$ cat src/rtl/food_spawn_ctrl.sv
// food_spawn_ctrl: places new food for the two-player snake game.
// Takes food-eaten requests from both players and grants them round-robin.
// Candidate cells come from a free-running LFSR. After MAX_TRIES rejected
// random draws it switches to linear probing from the last candidate.
// Each candidate is validated against both foods, then serially against
// one slot of each snake body per cycle.
//
// Ports:
//   clk          rising-edge clock
//   rst_n        asynchronous active-low reset
//   req1, req2   level requests, held until the matching ack
//   snake1/2     MAX_LEN packed body slots, slot i at [i*NUM_LEN +: NUM_LEN]
//   food1/2      current food cells (must not be reused)
//   rand_in      LFSR value, new every cycle
//   ack1, ack2   one-cycle pulse, new_food valid for that player
//   new_food     accepted cell, held between acks
//   busy         high whenever the controller is not idle
//   linear_used  current/last placement used linear probing
module food_spawn_ctrl #(
  parameter int unsigned MAX_LEN   = 31,
  parameter int unsigned NUM_LEN   = 10,
  parameter int unsigned WIDTH     = 32,
  parameter int unsigned HEIGHT    = 24,
  parameter int unsigned MAX_TRIES = 16
) (
  input  logic                       clk,
  input  logic                       rst_n,
  input  logic                       req1,
  input  logic                       req2,
  input  logic [MAX_LEN*NUM_LEN-1:0] snake1,
  input  logic [MAX_LEN*NUM_LEN-1:0] snake2,
  input  logic [NUM_LEN-1:0]         food1,
  input  logic [NUM_LEN-1:0]         food2,
  input  logic [NUM_LEN-1:0]         rand_in,
  output logic                       ack1,
  output logic                       ack2,
  output logic [NUM_LEN-1:0]         new_food,
  output logic                       busy,
  output logic                       linear_used
);

  localparam int unsigned IDX_W = (MAX_LEN > 1) ? $clog2(MAX_LEN) : 1;
  localparam int unsigned TRY_W = $clog2(MAX_TRIES + 1);
  localparam logic [NUM_LEN:0]  CELLS_W  = (NUM_LEN+1)'(WIDTH * HEIGHT);
  localparam logic [IDX_W-1:0]  LAST_IDX = IDX_W'(MAX_LEN - 1);
  localparam logic [TRY_W-1:0]  TRY_MAX  = TRY_W'(MAX_TRIES);

  typedef enum logic [2:0] {
    IDLE,
    CAND,
    CHECK,
    SCAN,
    DONE
  } state_t;

  state_t             state;
  logic [NUM_LEN-1:0] cand;
  logic [IDX_W-1:0]   idx;
  logic [TRY_W-1:0]   tries;
  logic               grant_p2;  // 1: current placement is for player 2
  logic               last_p2;   // 1: player 2 was served last

  logic [NUM_LEN-1:0] s1_slot [MAX_LEN];
  logic [NUM_LEN-1:0] s2_slot [MAX_LEN];

  logic               random_mode_c;
  logic [TRY_W-1:0]   tries_inc_c;
  logic [NUM_LEN:0]   cand_inc_c;
  logic [NUM_LEN-1:0] lin_next_c;
  logic               check_rej_c;
  logic               seg_hit_c;

  // Unpack the snake buses into per-slot views.
  for (genvar i = 0; i < MAX_LEN; i++) begin : g_slot
    assign s1_slot[i] = snake1[i*NUM_LEN +: NUM_LEN];
    assign s2_slot[i] = snake2[i*NUM_LEN +: NUM_LEN];
  end

  // Candidate generation and validation terms.
  assign random_mode_c = (tries < TRY_MAX);
  assign tries_inc_c   = random_mode_c ? (tries + TRY_W'(1)) : tries;
  // One extra bit so the increment of the top index cannot wrap silently.
  assign cand_inc_c    = {1'b0, cand} + (NUM_LEN+1)'(1);
  assign lin_next_c    = (cand_inc_c >= CELLS_W) ? '0 : cand_inc_c[NUM_LEN-1:0];
  assign check_rej_c   = ({1'b0, cand} >= CELLS_W) || (cand == food1) || (cand == food2);
  assign seg_hit_c     = (s1_slot[idx] == cand) || (s2_slot[idx] == cand);

  // Placement FSM with registered outputs.
  always_ff @(posedge clk or negedge rst_n) begin
    if (!rst_n) begin
      state       <= IDLE;
      ack1        <= 1'b0;
      ack2        <= 1'b0;
      new_food    <= '0;
      busy        <= 1'b0;
      linear_used <= 1'b0;
      tries       <= '0;
      idx         <= '0;
      cand        <= '0;
      grant_p2    <= 1'b0;
      last_p2     <= 1'b1;
    end else begin
      ack1 <= 1'b0;
      ack2 <= 1'b0;
      case (state)
        IDLE: begin
          if (req1 || req2) begin
            // On a tie, serve the player that was not served last.
            grant_p2    <= (req1 && req2) ? !last_p2 : req2;
            tries       <= '0;
            idx         <= '0;
            linear_used <= 1'b0;
            busy        <= 1'b1;
            state       <= CAND;
          end
        end
        CAND: begin
          if (random_mode_c) begin
            cand <= rand_in;
          end else begin
            cand        <= lin_next_c;
            linear_used <= 1'b1;
          end
          state <= CHECK;
        end
        CHECK: begin
          if (check_rej_c) begin
            tries <= tries_inc_c;
            state <= CAND;
          end else begin
            idx   <= '0;
            state <= SCAN;
          end
        end
        SCAN: begin
          if (seg_hit_c) begin
            tries <= tries_inc_c;
            state <= CAND;
          end else if (idx == LAST_IDX) begin
            // Result and ack are registered together on entry to DONE.
            new_food <= cand;
            ack1     <= !grant_p2;
            ack2     <= grant_p2;
            state    <= DONE;
          end else begin
            idx <= idx + IDX_W'(1);
          end
        end
        DONE: begin
          last_p2 <= grant_p2;
          busy    <= 1'b0;
          state   <= IDLE;
        end
        default: state <= IDLE;
      endcase
    end
  end

endmodule

$ cat config.mk
export PLATFORM = sky130hd
export DESIGN_NAME = food_spawn_ctrl
export DESIGN_NICKNAME = d
export VERILOG_FILES = /design/src/rtl/food_spawn_ctrl.sv
export SDC_FILE = /design/constraint.sdc
export NUM_CORES = 1
export LEC_CHECK = 0
export CELL_PAD_IN_SITES_DETAIL_PLACEMENT = 1
export CELL_PAD_IN_SITES_GLOBAL_PLACEMENT = 2
export CORE_AREA = 2 2 256 258
export DETAILED_ROUTE_END_ITERATION = 16
export DIE_AREA = 0 0 258 260
export HOLD_SLACK_MARGIN = 0.02
export PLACE_DENSITY_LB_ADDON = 0.1
export SKIP_LAST_GASP = 1
export SLEW_MARGIN = 10
export SYNTH_ARGS = -nofsm -noshare
export SYNTH_HDL_FRONTEND = slang
export SYNTH_SLANG_ARGS = --single-unit
$ cat constraint.sdc
create_clock -name clk -period 4.15 [get_ports clk]
set_input_delay 0.83 -clock clk [delete_from_list [all_inputs] [get_ports clk]]
set_output_delay 0.83 -clock clk [all_outputs]
set_load 0.05 [all_outputs]
==> flow_metrics.tcl, run 1 <==
set metrics [dict create \
    outcome "completed" \
    min_path_cells 1 \
    routed_wl_microns 70700 \
    core_sq_um 64100 \
    multi_input_area_sq_um 6220 \
    finalHoldViolCount 0 \
    synthTopCellsByArea "mux4_2 (35%), dfrtp_1 (12%), mux2i_1 (8.2%), mux2_2 (4.0%), nand2_1 (2.8%)" \
    setup_violations 0 \
    ys_seq_area_frac 0.128 \
    max_freq_mhz 255 \
    r2r-end "tries[3]" \
    crit_buf_inv 2 \
    ys_top_cells_by_count "mux4_2 (118), mux2i_1 (62), nand2_1 (56), dfrtp_1 (38), nor2_1 (35)" \
    drive_gt1_frac 0.185 \
    ctsHtreeMaxLevel 2 \
    critical_path.max_stage_delay_ns 0.63 \
    dieArea_sq_um 67100 \
    relSlewSlack 0.327 \
    cts_tree "done" \
    ff2ff_setup_slack_ns 0.33 \
    cts_made_buffers 5 \
    crit_arrival_ns 4.13 \
    yosysMostFrequentCell "mux4_2" \
    synth-main-ff-cell "dfrtp_1" \
    synth_seq_cells 39 \
    path_clk_slew_ns 0.06 \
    numPortBuffers 667 \
    synth_area_per_cell_sq_um 10.2 \
    die_x_microns 258 \
    cts-hold-fix-buffers 0 \
    register_area_sq_um 991 \
    startpoint "snake2[300]" \
    grt_use_total 0.203 \
    power.leakage_nw 5.78 \
    rsz0062_at_grt "no" \
    viasPerCell 4.27 \
    stdcell_count 2307 \
    grt_pass1_vias 11100 \
    cp_top_family "simple AND/OR/NAND/NOR gates" \
    grt_antenna_before_repair 41 \
    boundaryPins 668 \
    synth_nets 1403 \
    powerDensity_nw_per_um2 441 \
    crit_chain "clkdlybuf4s50_1 > mux4_2 > or3_1 > nand3_1 > a211o_1 > xor2_1 > nand2_1 > nor4_4 > nor3_4 > buf_4 > or4_1 > a32oi_1" \
    synth_top_area_frac 0.349 \
    worstHoldPathType "flop to flop" \
    syn2layout_area_growth_pct 112 \
    fin_crit_sh 0.945 \
    wl_per_cell_microns 30.6 \
    row_count 93 \
    hold_path.startpoint "grant_p2" \
    grt_start_max_net_pins 49 \
    startpoint_type "input port" \
    synthCells 745 \
    min_period_ns 3.92 \
    fin_worst_skew_ns 0.00297 \
    path_max_fanout 4 \
    netlist_area_sq_um 7610 \
    die_height_microns 260 \
    finalSetupTns_ns 0 \
    worst-setup-path-type "input port to flop" \
    critical_path_required_ns 4.36 \
    first_pass_iters 4 \
    final_core_util 0.251 \
    maxCapViolations 0 \
    final_net_count 2085 \
    ant_nets 0 \
    end_kind "flop" \
    reg2reg_from "idx[0]" \
    slowest_stage "clkdlybuf4s50_1" \
    holdWs_ns 0.502 \
    root_buffer "clkbuf_16" \
    path_depth 12 \
    finalMaxSlewViolations 0 \
    irDropWorstVdd_uv 176 \
    total_power_mw 7.09 \
    dp.cells 2266 \
    drt_iter0_drc 416 \
    synth_top_cell_by_area "mux4_2" \
    route.detailed.drc 0 \
    start_util 0.119 \
    clkSinkCount 39 \
    rr_worst_depth 14 \
    grt-ovfl-total 0 \
    hold-path-endpoint "ack1" \
    synth_enable_flop_cells 0 \
    dp_hpwl_microns 62700 \
    nFillCells 7227 \
    synthArstFlopShare 1.00 \
    clock_latency_ns 0.29 \
    yosysUniqueCellTypes 65 \
    synth_warnings 0 \
    grt_pass1_wl_microns 93800 \
    vias 9840 \
    place.gp.congestion 0.878 \
    cts_max_path_buffers 2 \
    tightest_slew_ns 1.01 \
]
[worst max path at each step]
stage	endpoint	slack, ns
after floorplan	idx[2]	0.70
after global placement	tries[3]	-0.31
after detailed placement	tries[3]	-0.31
after CTS	tries[3]	0.007
after global routing	tries[3]	0.02
final	tries[3]	0.23
[layout by cell type (no fill, tap or decap), types with 4 or more instances in the layout]
cell type        synthesis  layout
o211ai_1                 5       5
a21oi_1                 24      24
o22ai_1                 12      12
a31oi_1                  7       7
nor4_1                   7       6
nand3_1                 14      13
o21a_1                   4       4
mux2_2                  27      27
nand2b_1                 7       7
mux4_2                 118     118
xnor2_1                 18      18
a22oi_1                 16      16
xor2_1                  18      18
nor3_1                  11       9
mux2i_1                 62      60
nor2b_1                 10       9
a221oi_1                10       9
a221o_1                  5       5
buf_4                   12      68
buf_12                   0      12
diode_2                  0      24
nand2_1                 56      56
dfrtp_1                 38      33
nor2_1                  35      35
inv_1                   23      23
ha_1                     4       4
o32ai_1                 12      12
o221ai_1                 8       8
and3_1                  11      11
o21ai_0                 25      25
a32oi_1                  7       7
clkbuf_16                0       6
nand3b_1                 4       4
a22o_1                  14      14
clkdlybuf4s50_1          0     665
nand4_1                  7       7
[power by group]
group | internal [mW] | switching, mW
sequential | 0.479 | 0.329
combinational | 2.96 | 2.87
clock | 0.284 | 0.174
[through the flow]
step / worst slack, ns / area (sq um)
2_1_floorplan: 0.698 / 7610
3_3_place_gp: -0.309 / 15700
3_5_place_dp: -0.311 / 15700
4_1_cts: 0.00656 / 15900
5_1_grt: 0.0174 / 16100
6_report: 0.226 / 16100
[worst reg2reg max path, stage by stage (launching register included)]
cell and delay (ns):
dfrtp_4 0.58, buf_16 0.22, nor2_2 0.63, buf_4 0.24, nand2_1 0.06, a31oi_1 0.20
nor4_1 0.07, buf_4 0.16, xnor2_1 0.14, nand3_1 0.17, nor4_4 0.38, nor3_4 0.10
buf_4 0.15, or4_1 0.49, a32oi_1 0.15
[per-layer routing]
metal  share of wire  global-route usage
met5          0.0028                   0
met2            0.50               0.353
met1            0.40               0.238
met4           0.015              0.0485
met3           0.082              0.0703
[sequential cells by signal, summed over array words and instances, names as in the netlist]
| register | cells |
|---|---|
| state | 3 |
| last_p2 | 1 |
| tries | 5 |
| linear_used | 1 |
| grant_p2 | 1 |
| idx | 5 |
| ack1 | 1 |
| busy | 1 |
| new_food | 10 |
| cand | 10 |
| ack2 | 1 |
[cells by family (layout without fill, tap and decap cells)]
kind of cell | count (synthesis) | in the layout | share of synthesized area
xor+xnor | 36 | 36 | 0.0414
compound gates | 176 | 176 | 0.168
buf+inv | 100 | 783 | 0.0633
flops | 39 | 39 | 0.128
other cells | 0 | 24 | 0
simple gates | 183 | 183 | 0.121
fa+ha+maj | 4 | 4 | 0.00658
mux | 207 | 207 | 0.471
[layout make-up]
type | count | share of cell area
diodes | 24 | 0.00373
clock buffers | 5 | 0.00777
clock inverters | 3 | 0.00272
inverters | 25 | 0.00583
multi-input cells | 606 | 0.387
flip-flops and latches | 39 | 0.0616
well taps | 855 | 0.0665
repair buffers | 750 | 0.465
[repair_timing]
item	CTS	global route
endpoints found under the setup margin	1	5
resized for setup	2	12
setup buffers	0	8
pin swaps	0	8
gates cloned	0	1
endpoints found under the hold margin	0	0
Power figures use the tool's default switching activity.
==> run 2, diff against run 1 <==
Settings changed: CORE_AREA 2 2 256 258 to 2 2 257 259, DIE_AREA 0 0 258 260 to 0 0 259 261.
Clock period 4.15 ns to 3.4 ns, I/O delays scaled along.
==> flow_metrics.tcl, run 2 (same netlist as run 1, synthesis figures left out) <==
set metrics [dict create \
    ant_nets 0 \
    dp_slack_ns -1.03 \
    die_height_microns 261 \
    end_kind "flop" \
    dp.cells 2360 \
    multi_input_area_sq_um 6530 \
    final_core_util 0.271 \
    grt_use_total 0.209 \
    min_period_ns 3.60 \
    finalMaxSlewViolations 0 \
    violations "negative setup slack" \
    core_sq_um 65000 \
    routed_wl_microns 72900 \
    clkSinkCount 39 \
    drt_iter0_drc 394 \
    fin_worst_skew_ns 0.00470 \
    finalSetupTns_ns -3.27 \
    drive_gt1_frac 0.273 \
    first_pass_iters 6 \
    register_area_sq_um 991 \
    mostFrequentLayoutCells "clkdlybuf4s50_1 (665), buf_4 (159), mux4_2 (118), mux2i_1 (57), nand2_1 (55)" \
    root_buffer "clkbuf_16" \
    cts_max_path_buffers 2 \
    holdWs_ns 0.500 \
    relSlewSlack 0.353 \
    reg2reg_from "idx[0]" \
    final_area_sq_um 17600 \
    max_freq_mhz 278 \
    setup_violations 21 \
    final_net_count 2206 \
    route.detailed.drc 0 \
    maxCapViolations 0 \
    rsz0062_at_grt "yes" \
    place_area_sq_um 16400 \
    powerDensity_nw_per_um2 573 \
    setup_slack_ns -0.202 \
    vias 10400 \
    startpoint_type "flop" \
    die_x_microns 259 \
    wl_per_cell_microns 30.0 \
    numPortBuffers 667 \
    grt_antenna_before_repair 33 \
    path_clk_slew_ns 0.06 \
    largestRegisters "cand x10, new_food x10" \
    rr_worst_depth 15 \
    total_power_mw 10.1 \
    cts_tree "done" \
    worst-setup-path-type "flop to flop" \
    critical_path_required_ns 3.57 \
    outcome "complete, but fails checks" \
    dp_hpwl_microns 64300 \
    dieArea_sq_um 67600 \
    tightest_slew_ns 0.971 \
    grt_pass1_vias 11800 \
    grt_pass1_wl_microns 97900 \
    min_path_cells 1 \
    crit_end "idx[2]" \
    irDropWorstVdd_uv 184 \
    crit_arrival_ns 3.77 \
    ctsHtreeMaxLevel 2 \
    startpoint "idx[0]" \
    grt_start_max_net_pins 40 \
    layout_commonest_cell "clkdlybuf4s50_1" \
    clock_latency_ns 0.29 \
    start_util 0.117 \
    syn2layout_area_growth_pct 131 \
    r2r-end "idx[2]" \
    row_count 94 \
    stdcell_count 2434 \
    fin_crit_sh 1.06 \
    path_max_fanout 5 \
    boundaryPins 668 \
    worstHoldPathType "flop to flop" \
    viasPerCell 4.26 \
    place.gp.congestion 0.821 \
    cts_made_buffers 5 \
    finalHoldViolCount 0 \
    grt-ovfl-total 0 \
    power.leakage_nw 6.54 \
    ff2ff_setup_slack_ns -0.20 \
    nFillCells 7309 \
]
[run 2: cell types whose count changed in the layout (fill, tap and decap cells not counted), sizes merged]
cell	previous run	this run
bufbuf	0	2
dlymetal6s2s	1	0
diode	24	21
clkinvlp	0	2
clkbuf	6	5
bufinv	1	0
dlygate4sd2	0	1
clkinv	2	1
buf	83	203
[run 2: area by class of cell]
cell class                      instances  share of cell area
Clock buffer                            5             0.00711
Sequential cell                        39              0.0563
Antenna cell                           21             0.00299
Clock inverter                          3             0.00114
Tap cell                              864              0.0614
Multi-Input combinational cell        606               0.371
Timing Repair Buffer                  871               0.494
Inverter                               25             0.00547
[run 2: metal layers]
metal / GRT usage / wire, microns / share of wire
met1: 0.249 / 29700 / 0.41
met2: 0.373 / 37100 / 0.51
met3: 0.0581 / 5020 / 0.069
met4: 0.0458 / 997 / 0.014
met5: 0 / 130 / 0.0018
[run 2: what timing repair did]
item	CTS	global route
endpoints found under the setup margin	25	25
setup buffers	28	13
cloned	7	0
pin swaps	32	13
gates resized for setup	92	21
hold buffers	0	0
[run 2: worst min-delay path by stage]
stage	endpoint	startpoint	slack, ns
6_report	tries[3]	tries[3]	0.50
3_5_place_dp	tries[3]	tries[3]	0.49
4_1_cts	tries[3]	tries[3]	0.50
2_1_floorplan	ack1	rst_n	0.38
5_1_grt	tries[3]	tries[3]	0.52
3_3_place_gp	ack1	grant_p2	0.48
[run 2: power by group]
group	switching, mW	internal [mW]	leakage [nW]	total [mW]
sequential	0.279	0.587	0.495	0.866
combinational	4.03	4.70	5.98	8.73
clock	0.208	0.271	0.0660	0.478
total	4.51	5.56	6.54	10.1
[run 2: worst max-delay path, stage by stage (launching register included)]
cell and delay [ns]:
dfrtp_4 0.49, buf_12 0.16, buf_16 0.15, buf_8 0.13, buf_6 0.11, mux4_2 0.46
mux2i_2 0.19, o22ai_2 0.14, a221oi_2 0.28, buf_4 0.21, xnor2_4 0.07, nor4_4 0.33
buf_4 0.17, nor3_4 0.05, a22o_1 0.24, a221o_1 0.30
